`src/rtl/apb_master_bridge.sv`:
```
// APB master bridge: valid/ready command stream to APB SETUP/ACCESS transfers.
// One transfer in flight; a wait-state timeout aborts with an error response.
module apb_master_bridge #(
    parameter int ADDR_W  = 32,
    parameter int DATA_W  = 32,
    parameter int TIMEOUT = 16
) (
    input  logic              clk,
    input  logic              rst,
    input  logic              cmd_valid,
    output logic              cmd_ready,
    input  logic [ADDR_W-1:0] cmd_addr,
    input  logic              cmd_write,
    input  logic [DATA_W-1:0] cmd_wdata,
    output logic              rsp_valid,
    input  logic              rsp_ready,
    output logic [DATA_W-1:0] rsp_rdata,
    output logic              rsp_err,
    output logic [ADDR_W-1:0] paddr,
    output logic              psel,
    output logic              penable,
    output logic              pwrite,
    output logic [DATA_W-1:0] pwdata,
    input  logic [DATA_W-1:0] prdata,
    input  logic              pready
);

    localparam int CNT_W = (TIMEOUT > 0) ? $clog2(TIMEOUT + 1) : 1;
    localparam logic [CNT_W-1:0] TO_V = CNT_W'(TIMEOUT);

    typedef enum logic [1:0] {IDLE, SETUP, ACCESS, RESP} state_e;

    state_e            state_q;
    logic [CNT_W-1:0]  cnt_q;
    logic [ADDR_W-1:0] paddr_q;
    logic [DATA_W-1:0] pwdata_q;
    logic [DATA_W-1:0] rdata_q;
    logic              pwrite_q;
    logic              psel_q;
    logic              penable_q;
    logic              rvalid_q;
    logic              rerr_q;
    logic              timed_out;

    assign cmd_ready = (state_q == IDLE) && !rst;
    assign timed_out = (TIMEOUT != 0) && (cnt_q == TO_V);

    assign paddr     = paddr_q;
    assign pwrite    = pwrite_q;
    assign pwdata    = pwdata_q;
    assign psel      = psel_q;
    assign penable   = penable_q;
    assign rsp_valid = rvalid_q;
    assign rsp_rdata = rdata_q;
    assign rsp_err   = rerr_q;

    always_ff @(posedge clk) begin
        if (rst) begin
            state_q   <= IDLE;
            cnt_q     <= '0;
            paddr_q   <= '0;
            pwdata_q  <= '0;
            pwrite_q  <= 1'b0;
            psel_q    <= 1'b0;
            penable_q <= 1'b0;
            rvalid_q  <= 1'b0;
            rdata_q   <= '0;
            rerr_q    <= 1'b0;
        end else begin
            unique case (state_q)
                IDLE: begin
                    if (cmd_valid) begin
                        paddr_q  <= cmd_addr;
                        pwrite_q <= cmd_write;
                        pwdata_q <= cmd_write ? cmd_wdata : '0;
                        psel_q   <= 1'b1;
                        cnt_q    <= '0;
                        state_q  <= SETUP;
                    end
                end
                SETUP: begin
                    penable_q <= 1'b1;
                    state_q   <= ACCESS;
                end
                ACCESS: begin
                    // completion takes priority over a timeout in the same cycle
                    if (pready) begin
                        psel_q    <= 1'b0;
                        penable_q <= 1'b0;
                        rvalid_q  <= 1'b1;
                        rdata_q   <= pwrite_q ? '0 : prdata;
                        rerr_q    <= 1'b0;
                        state_q   <= RESP;
                    end else if (timed_out) begin
                        psel_q    <= 1'b0;
                        penable_q <= 1'b0;
                        rvalid_q  <= 1'b1;
                        rdata_q   <= '0;
                        rerr_q    <= 1'b1;
                        state_q   <= RESP;
                    end else if (cnt_q != '1) begin
                        cnt_q <= cnt_q + 1'b1;
                    end
                end
                RESP: begin
                    if (rsp_ready) begin
                        rvalid_q <= 1'b0;
                        rdata_q  <= '0;
                        rerr_q   <= 1'b0;
                        state_q  <= IDLE;
                    end
                end
                default: state_q <= IDLE;
            endcase
        end
    end

endmodule

```
`config.mk`:
```
export PLATFORM = sky130hd
export DESIGN_NAME = apb_master_bridge
export DESIGN_NICKNAME = d
export VERILOG_FILES = /design/src/rtl/apb_master_bridge.sv
export SDC_FILE = /design/constraint.sdc
export NUM_CORES = 1
export LEC_CHECK = 0
export CORE_AREA = 8 8 107 109
export CTS_CLUSTER_DIAMETER = 50
export DETAILED_ROUTE_END_ITERATION = 6
export DIE_AREA = 0 0 115 117
export PLACE_DENSITY = 0.85
export SETUP_SLACK_MARGIN = 0.15
export SYNTH_ARGS = -nofsm -noshare
export SYNTH_HDL_FRONTEND = slang
export SYNTH_SLANG_ARGS = --single-unit
```
`constraint.sdc`:
```
create_clock -name clk -period 4.95 [get_ports clk]
set_input_delay 0.7425 -clock clk [delete_from_list [all_inputs] [get_ports clk]]
set_output_delay 0.7425 -clock clk [all_outputs]
set_load 0.01 [all_outputs]
```
==> run_results.csv, run 1 <==
group,metric,value,unit
synthesis,synth_cell_type_count,35,
cells_and_area,area_growth,54.6,%
clock_tree,clk-insertion-delay-late,360,ps
synthesis,ys.warnings.count,0,
worst_setup_path,cp-start-kind,"flip-flop",
sta,hold_viol_final,0,
floorplan,start_util,42.5,%
placement,portBuffers,203,
synthesis,synthCells,509,
cells_and_area,final_nets,795,
drt,num_vias,4204,
sta,slew_headroom,15.2,%
pwr,ir_drop,0.193,mV
placement,dpl_cell_area,6270,um^2
cells_and_area,diodes,0,
worst_setup_path,crit_required,4210,ps
synthesis,async_reset_ff_share,0,%
synthesis,syn-num-nets,618,
drt,dr.pass1.iters,4,
worst_setup_path,cp_max_fo,5,
grt,grt_pass1_vias,4085,
synthesis,synth-edff-count,0,
drt,postRouteWirelength,13200,um
synthesis,synth_top_area_share,51.4,%
placement,dp.cells,811,
clock_tree,htreeDepth,3,
status,status,"completed",
sta,rsz0062_at_grt,"no",
synthesis,synth_area,4210,um^2
clock_tree,cts_root_buf,"clkbuf_8",
sta,fin_tns_setup,0,ps
floorplan,io-pin-count,204,
pwr,p_per_area,376,nW/um^2
synthesis,syn_avg_cell_area,8.26,um^2
cells_and_area,layout_commonest_cell,"clkdlybuf4s50_1",
drt,wire_per_inst,15.9,um
sta,setup_viol,0,
sta,drv_slew,0,
grt,grt_pass1_wl,20500,um
placement,pre_cts_ws,2180,ps
grt,grt_max_degree,114,
floorplan,core,9910,um^2
drt,dr.first_iter.drc_count,249,
cells_and_area,drive_above_1_share,3.76,%
drt,viasPerCell,5.08,
clock_tree,cts.clk_slew.worst_paths,90,ps
synthesis,synth_area_leader_cell,"dfxtp_1",
synthesis,synth.ff_latch_count,108,
placement,globalplace.congestion,0.765,
worst_setup_path,crit_path_end_kind,"output port",
grt,grt_usage,19.0,%
worst_setup_path,r2r_slack,2810,ps
hold_path,hp-class,"reg2reg",
clock_tree,postCtsSetupRepairBufs,0,
sta,post-route-period-util,52.7,%
drt,route.detailed.drc,0,
sta,min_period,2610,ps
worst_setup_path,arrival,1860,ps
pwr,p_leak,2.25,nW
sta,timing.final.ws_setup,2340,ps
cells_and_area,fillers,867,
drt,postRouteAntennaNets,0,
synthesis,synth_flop_cell,"dfxtp_1",
grt,grt_overflow,0,
pwr,finalPower,2.45,mW
synthesis,yosysSeqAreaShare,51.4,%
clock_tree,cts-buffers-inserted,9,
worst_setup_path,path_class,"reg2out",
grt,antenna_found_initial,0,
floorplan,die_w,115,um
run,cap_viol_max_count,0,
floorplan,die_area,13500,um^2
floorplan,die_h,117,um
clock_tree,clkSinkCount,108,
cells_and_area,fin_area,6500,um^2
sta,final.setup_skew,10.2,ps
sta,tightest_slew,1270,ps
floorplan,num_rows,37,
synthesis,synth_area_leaders,"dfxtp_1 51%, nand2_1 9.2%, a21oi_1 8.6%, nand3_1 7.7%, nand2b_1 5.5%",
clock_tree,holdBufCountCts,0,
clock_tree,clk_path_buf_depth,2,
sta,fmax,384,MHz
placement,hpwl,9470,um
clock_tree,cts_tree,"done",
cells_and_area,layout.cells.non_filler,827,
cells_and_area,final_cell_mix,"202 x clkdlybuf4s50_1, 108 x dfxtp_1, 102 x nand2_1",
clock_tree,cts_resized,0,
[stage by stage]
stage / hold WS (ps) / util [%]
floorplan: 476 / -
global placement: 438 / 63.2
detailed placement: 443 / 63.2
CTS: 456 / 65.6
global route: 476 / 65.6
finish: 457 / 65.6
[where the power goes]
group	internal, mW	switching (mW)	leakage (nW)
Combinational	0.365	0.431	1.26
Clock	0.327	0.281	0.116
Sequential	0.980	0.0614	0.879
[layout make-up]
class                   instances  area [um^2]  share of cell area [%]
inverters                       9         33.8                   0.520
flip-flops and latches        108         2160                    33.2
well taps                     136          170                    2.62
clock buffers                  13          169                    2.60
clock inverters                 3         67.6                    1.04
multi-input cells             351         1840                    28.3
repair buffers                207         2060                    31.7
[logic make-up after synthesis]
kind of cell	share of synthesized area (%)
AOI/OAI and AO/OA	15.4
muxes	0.238
and+or+nand+nor	25.4
buffers and inverters	5.41
DFF	51.4
adders and majority gates	2.08
[worst max-delay path: stages (launching register included)]
cell             delay, ps
dfxtp_1                330
inv_1                  120
ha_1                   250
inv_1                  100
nor2_1                 130
clkdlybuf4s50_1        570
[sequential cells by signal (all words and copies together), names as in the netlist]
register,count
pwrite,1
cnt_q,5
rsp_err,1
pwdata,32
psel,1
penable,1
rsp_rdata,32
rsp_valid,1
state_q,2
paddr,32
[per-layer routing]
metal / track usage [%] / part of all wire [%] / vias up
li1: - / - / 2068
met1: 20.3 / 40 / 1982
met2: 33.6 / 49 / 142
met3: 7.54 / 9.8 / 12
met4: 6.39 / 1.2 / 0
met5: 0 / 0 / -
[final timing paths]
path | startpoint | end | cells after the start
hold reg to reg | pwdata[16] | pwdata[16] | 2
setup reg to reg | state_q[0] | pwdata[2] | 6
setup / recovery | state_q[0] | cmd_ready | 5
hold / removal | pwdata[16] | pwdata[16] | 2
[synth_stat cells (3+ instances only)]
library cell and count:
nand3_1 65, nor2_1 7, buf_2 7, inv_1 9
dfxtp_1 108, clkbuf_1 19, ha_1 7, o21ai_0 24
buf_1 9, a21oi_1 72, buf_6 3, nand2_1 103
nand2b_1 37, o21ai_1 12
No activity file was read; power rests on OpenSTA's default activity.
==> run 2: changes to the inputs <==
Settings changed: CORE_AREA 8 8 107 109 to 8 8 111 113, DIE_AREA 0 0 115 117 to 0 0 119 121, PLACE_DENSITY 0.85 to 0.79.
Clock period 4.95 ns to 2.54 ns, I/O delays scaled along.
==> run_results.csv, run 2 (synthesis gave the netlist of run 1 again) <==
group,metric,value,unit
clock_tree,cts-buffers-inserted,9,
cells_and_area,fillers,876,
cells_and_area,post-route-util,61.5,%
sta,min_period,2200,ps
hold_path,hp-class,"in2reg",
placement,globalplace.congestion,0.781,
pwr,ir_drop,0.501,mV
clock_tree,cts_tree,"done",
worst_setup_path,cp_slowest_cell,"clkdlybuf4s50_1",
worst_setup_path,cp_max_fo,5,
worst_setup_path,r2r_end,"cnt_q[3]",
drt,dr.pass1.iters,4,
cells_and_area,final_cell_mix,"202 x clkdlybuf4s50_1, 108 x dfxtp_1, 102 x nand2_1",
cells_and_area,area_growth,55.0,%
worst_setup_path,r2r_slack,570,ps
floorplan,die_h,121,um
grt,antenna_found_initial,0,
hold_path,hold_end,"rsp_valid",
cells_and_area,layout.cells.non_filler,833,
run,cap_viol_max_count,0,
worst_setup_path,worst_path_most_repeated_cell,"inv_1",
floorplan,die_w,119,um
sta,fmax,454,MHz
drt,postRouteAntennaNets,0,
drt,postRouteWirelength,12900,um
drt,route.detailed.drc,0,
placement,portBuffers,203,
clock_tree,clkSinkCount,108,
pwr,p_leak,2.26,nW
sta,tightest_slew,904,ps
clock_tree,cts.clk_slew.worst_paths,100,ps
cells_and_area,multiInputGateArea,1840,um^2
floorplan,num_rows,38,
worst_setup_path,cp-start-kind,"flip-flop",
cells_and_area,ff_latch_area,2160,um^2
clock_tree,holdBufCountCts,0,
sta,hold_viol_final,0,
grt,grt_overflow,0,
cells_and_area,layout_commonest_cell,"clkdlybuf4s50_1",
hold_path,hold_start,"rst",
grt,grt_pass1_vias,4168,
floorplan,die_area,14400,um^2
clock_tree,clk_path_buf_depth,2,
clock_tree,postCtsSetupRepairBufs,0,
hold_path,min_path_cells,2,
worst_setup_path,reg2regPathDepth,7,
sta,slew_headroom,39.7,%
floorplan,start_util,39.7,%
worst_setup_path,crit_required,2160,ps
clock_tree,clk-insertion-delay-late,360,ps
status,status,"completed",
worst_setup_path,path_class,"reg2out",
drt,wire_per_inst,15.4,um
pwr,p_per_area,721,nW/um^2
sta,setup_viol,0,
worst_setup_path,worstPathCellList,"inv_1, ha_1, inv_1, nor2_1, clkdlybuf4s50_1",
grt,grt_max_degree,97,
drt,dr.first_iter.drc_count,262,
grt,grt_usage,17.2,%
cells_and_area,final_nets,798,
clock_tree,cts_resized,0,
cells_and_area,drive_above_1_share,3.90,%
sta,final.setup_skew,9.15,ps
sta,fin_tns_setup,0,ps
worst_setup_path,reg2reg_from,"cnt_q[0]",
grt,grt_pass1_wl,20600,um
sta,post-route-period-util,86.8,%
cells_and_area,diodes,0,
floorplan,core,10600,um^2
sta,rsz0062_at_grt,"no",
worst_setup_path,arrival,1820,ps
sta,drv_slew,0,
worst_setup_path,crit_path_end_kind,"output port",
worst_setup_path,max_stage_delay,560,ps
clock_tree,htreeDepth,3,
drt,viasPerCell,4.97,
placement,dp.cells,818,
floorplan,io-pin-count,204,
drt,num_vias,4144,
placement,hpwl,9450,um
worst_setup_path,cp-startpoint,"state_q[0]",
clock_tree,cts_root_buf,"clkbuf_8",
-- run 2: changes by cell type in the layout (fill, tap and decap cells not counted), sizes merged --
cell,before,now
clkbuf,13,14
clkinvlp,1,0
bufinv,2,1
buf,5,8
-- run 2: layout make-up --
type / instances / area share, %
flip-flops and latches: 108 / 33.2
repair buffers: 210 / 32.3
well taps: 140 / 2.69
multi-input cells: 351 / 28.2
inverters: 9 / 0.518
clock buffers: 14 / 2.65
clock inverters: 1 / 0.460
-- run 2: report_power, final --
| part | leakage, nW | switching, mW | internal [mW] |
|---|---|---|---|
| sequential | 0.879 | 0.118 | 1.91 |
| clock | 0.103 | 0.540 | 0.534 |
| combinational | 1.28 | 0.844 | 0.755 |
| total | 2.26 | 1.50 | 3.20 |
-- run 2: worst max-delay path by stage --
| stage | endpoint | cells past startpoint |
|---|---|---|
| CTS | cmd_ready | 5 |
| global placement | rsp_err | 6 |
| finish | cmd_ready | 5 |
| detailed placement | rsp_err | 6 |
| floorplan | cnt_q[2] | 7 |
| global route | cmd_ready | 5 |
-- run 2: per-stage QoR --
stage	worst slack [ps]	instance area (um^2)	total power, mW	hold WS [ps]
after floorplan	802	4210	2.91	476
after global placement	506	6320	3.63	438
after detailed placement	462	6320	3.68	446
after CTS	303	6520	4.77	309
after global routing	188	6520	4.99	327
final	336	6520	4.70	335
-- run 2: critical path: cells and delay by family, from the launching register on --
kind	cells	cell delay [ps]
adder cells (fa/ha/maj)	1	250
buffers and inverters	3	780
flip-flops	1	330
AND/OR/NAND/NOR	1	110
-- run 2: metal layers --
layer  wire length, um  up-vias  GRT usage [%]
met5                 0        -              0
met4               294        0           7.43
met2              6000      156           28.1
met1              5260     1903           19.1
li1                  -     2066              -
met3              1310       19           7.58
==> run 3: changes to the inputs <==
Settings changed: TNS_END_PERCENT set to 1.
==> results of run 3 <==
Same layout as run 2: the final DEF is identical, and so are final timing and power.
==> RTL change, RTL diff (config.mk and constraints of run 1) <==
Change the parameter `DATA_W` from 32 to 28.
--- a/src/rtl/apb_master_bridge.sv
+++ b/src/rtl/apb_master_bridge.sv
@@ -2,7 +2,7 @@
 // One transfer in flight; a wait-state timeout aborts with an error response.
 module apb_master_bridge #(
     parameter int ADDR_W  = 32,
-    parameter int DATA_W  = 32,
+    parameter int DATA_W  = 28,
     parameter int TIMEOUT = 16
 ) (
     input  logic              clk,
Ports: changed (resized cmd_wdata, prdata, pwdata and rsp_rdata); port bits go from 204 to 188. The function was not compared with the original's and may differ.
==> RTL change against run 1 <==
- cell area fell by 7.3%
- die area did not move
- sequential cell count is 8 lower
- synthesized cell count down 7.1%
- worst hold slack lost 0.0020 ns
- routed wire length decreased by 9.8%
- synthesized area fell by 7.1%
- non-clock buffer count down 16
- setup slack improved by 0.0062 ns
- critical path type unchanged
- global-route usage fell by 1.8 points
- register-to-register slack improved by 0.02 ns
- count of clock-buffer cells in the layout shrank 3
- utilization fell by 4.8 points
- power down 7.7%
==> RTL change: results (changes against run 1) <==
Synth cell types 34 (-2.9%); Worst R2R Path Depth 7 (+1); register area share after synthesis 51.2% (-0.18 points); syn nets 574 (-7.1%); share of cells above drive strength 1 4.20% (+0.44 points); Iter 0 DRT Violations 254 (+2.0%); clock network power share 24.1% (-0.8 points); Layout clock buffers 10 (-3); final net count 739 (-7.0%); clk_skew 0.0134 ns (+0.00320 ns); synth top area cells dfxtp_1 (51%), nand2_1 (9.5%), a21oi_1 (8.7%); Reg2Reg Capture Point rsp_err; status finished clean; Min-Delay Startpoint pwdata[22]; Compound-Gate Fraction of Synth Area 15.6% (+0.15 points); GRT Total Usage 17.2% (-1.8 points); FF+latch count 100 (-7.4%); M1 WL 4.84 mm (-7.5%); HPWL Detailed 8.62 mm (-9.0%); register area 2000 um2 (-7.4%); post-synthesis mux area share 0.256% (+0.018 points); Hold EP pwdata[22]; Port-buffer cells 187 (-7.9%); Multi-Input Combinational 327 (-6.8%); Worst slew margin 25.5% (+10 points); vias in the first global route 3834 (-6.1%)
[RTL change: cell count changes in the layout (fill, tap and decap cells not counted), moves of 2 or more]
cell,change
clkdlybuf4s50_1,-16
dfxtp_1,-8
nand3_1,-8
o21ai_0,-8
a21oi_1,-4
nand2_1,-4
nand2b_1,-4
o21ai_1,+4
inv_6,+3
clkbuf_8,-2
[RTL change: per-stage QoR]
stage / power (mW) / cells / area [um2]
2_1_floorplan: 1.39 / 473 / 3910
3_3_place_gp: 1.71 / 763 / 5820
3_5_place_dp: 1.74 / 763 / 5820
4_1_cts: 2.28 / 779 / 6030
5_1_grt: 2.40 / 779 / 6030
6_report: 2.26 / 779 / 6030
[RTL change: per-layer routing]
| metal | up-vias | track usage, % |
|---|---|---|
| li1 | 1916 | - |
| met2 | 150 | 28.2 |
| met1 | 1763 | 19.9 |
| met5 | - | 0 |
| met3 | 14 | 7.29 |
| met4 | 0 | 5.69 |
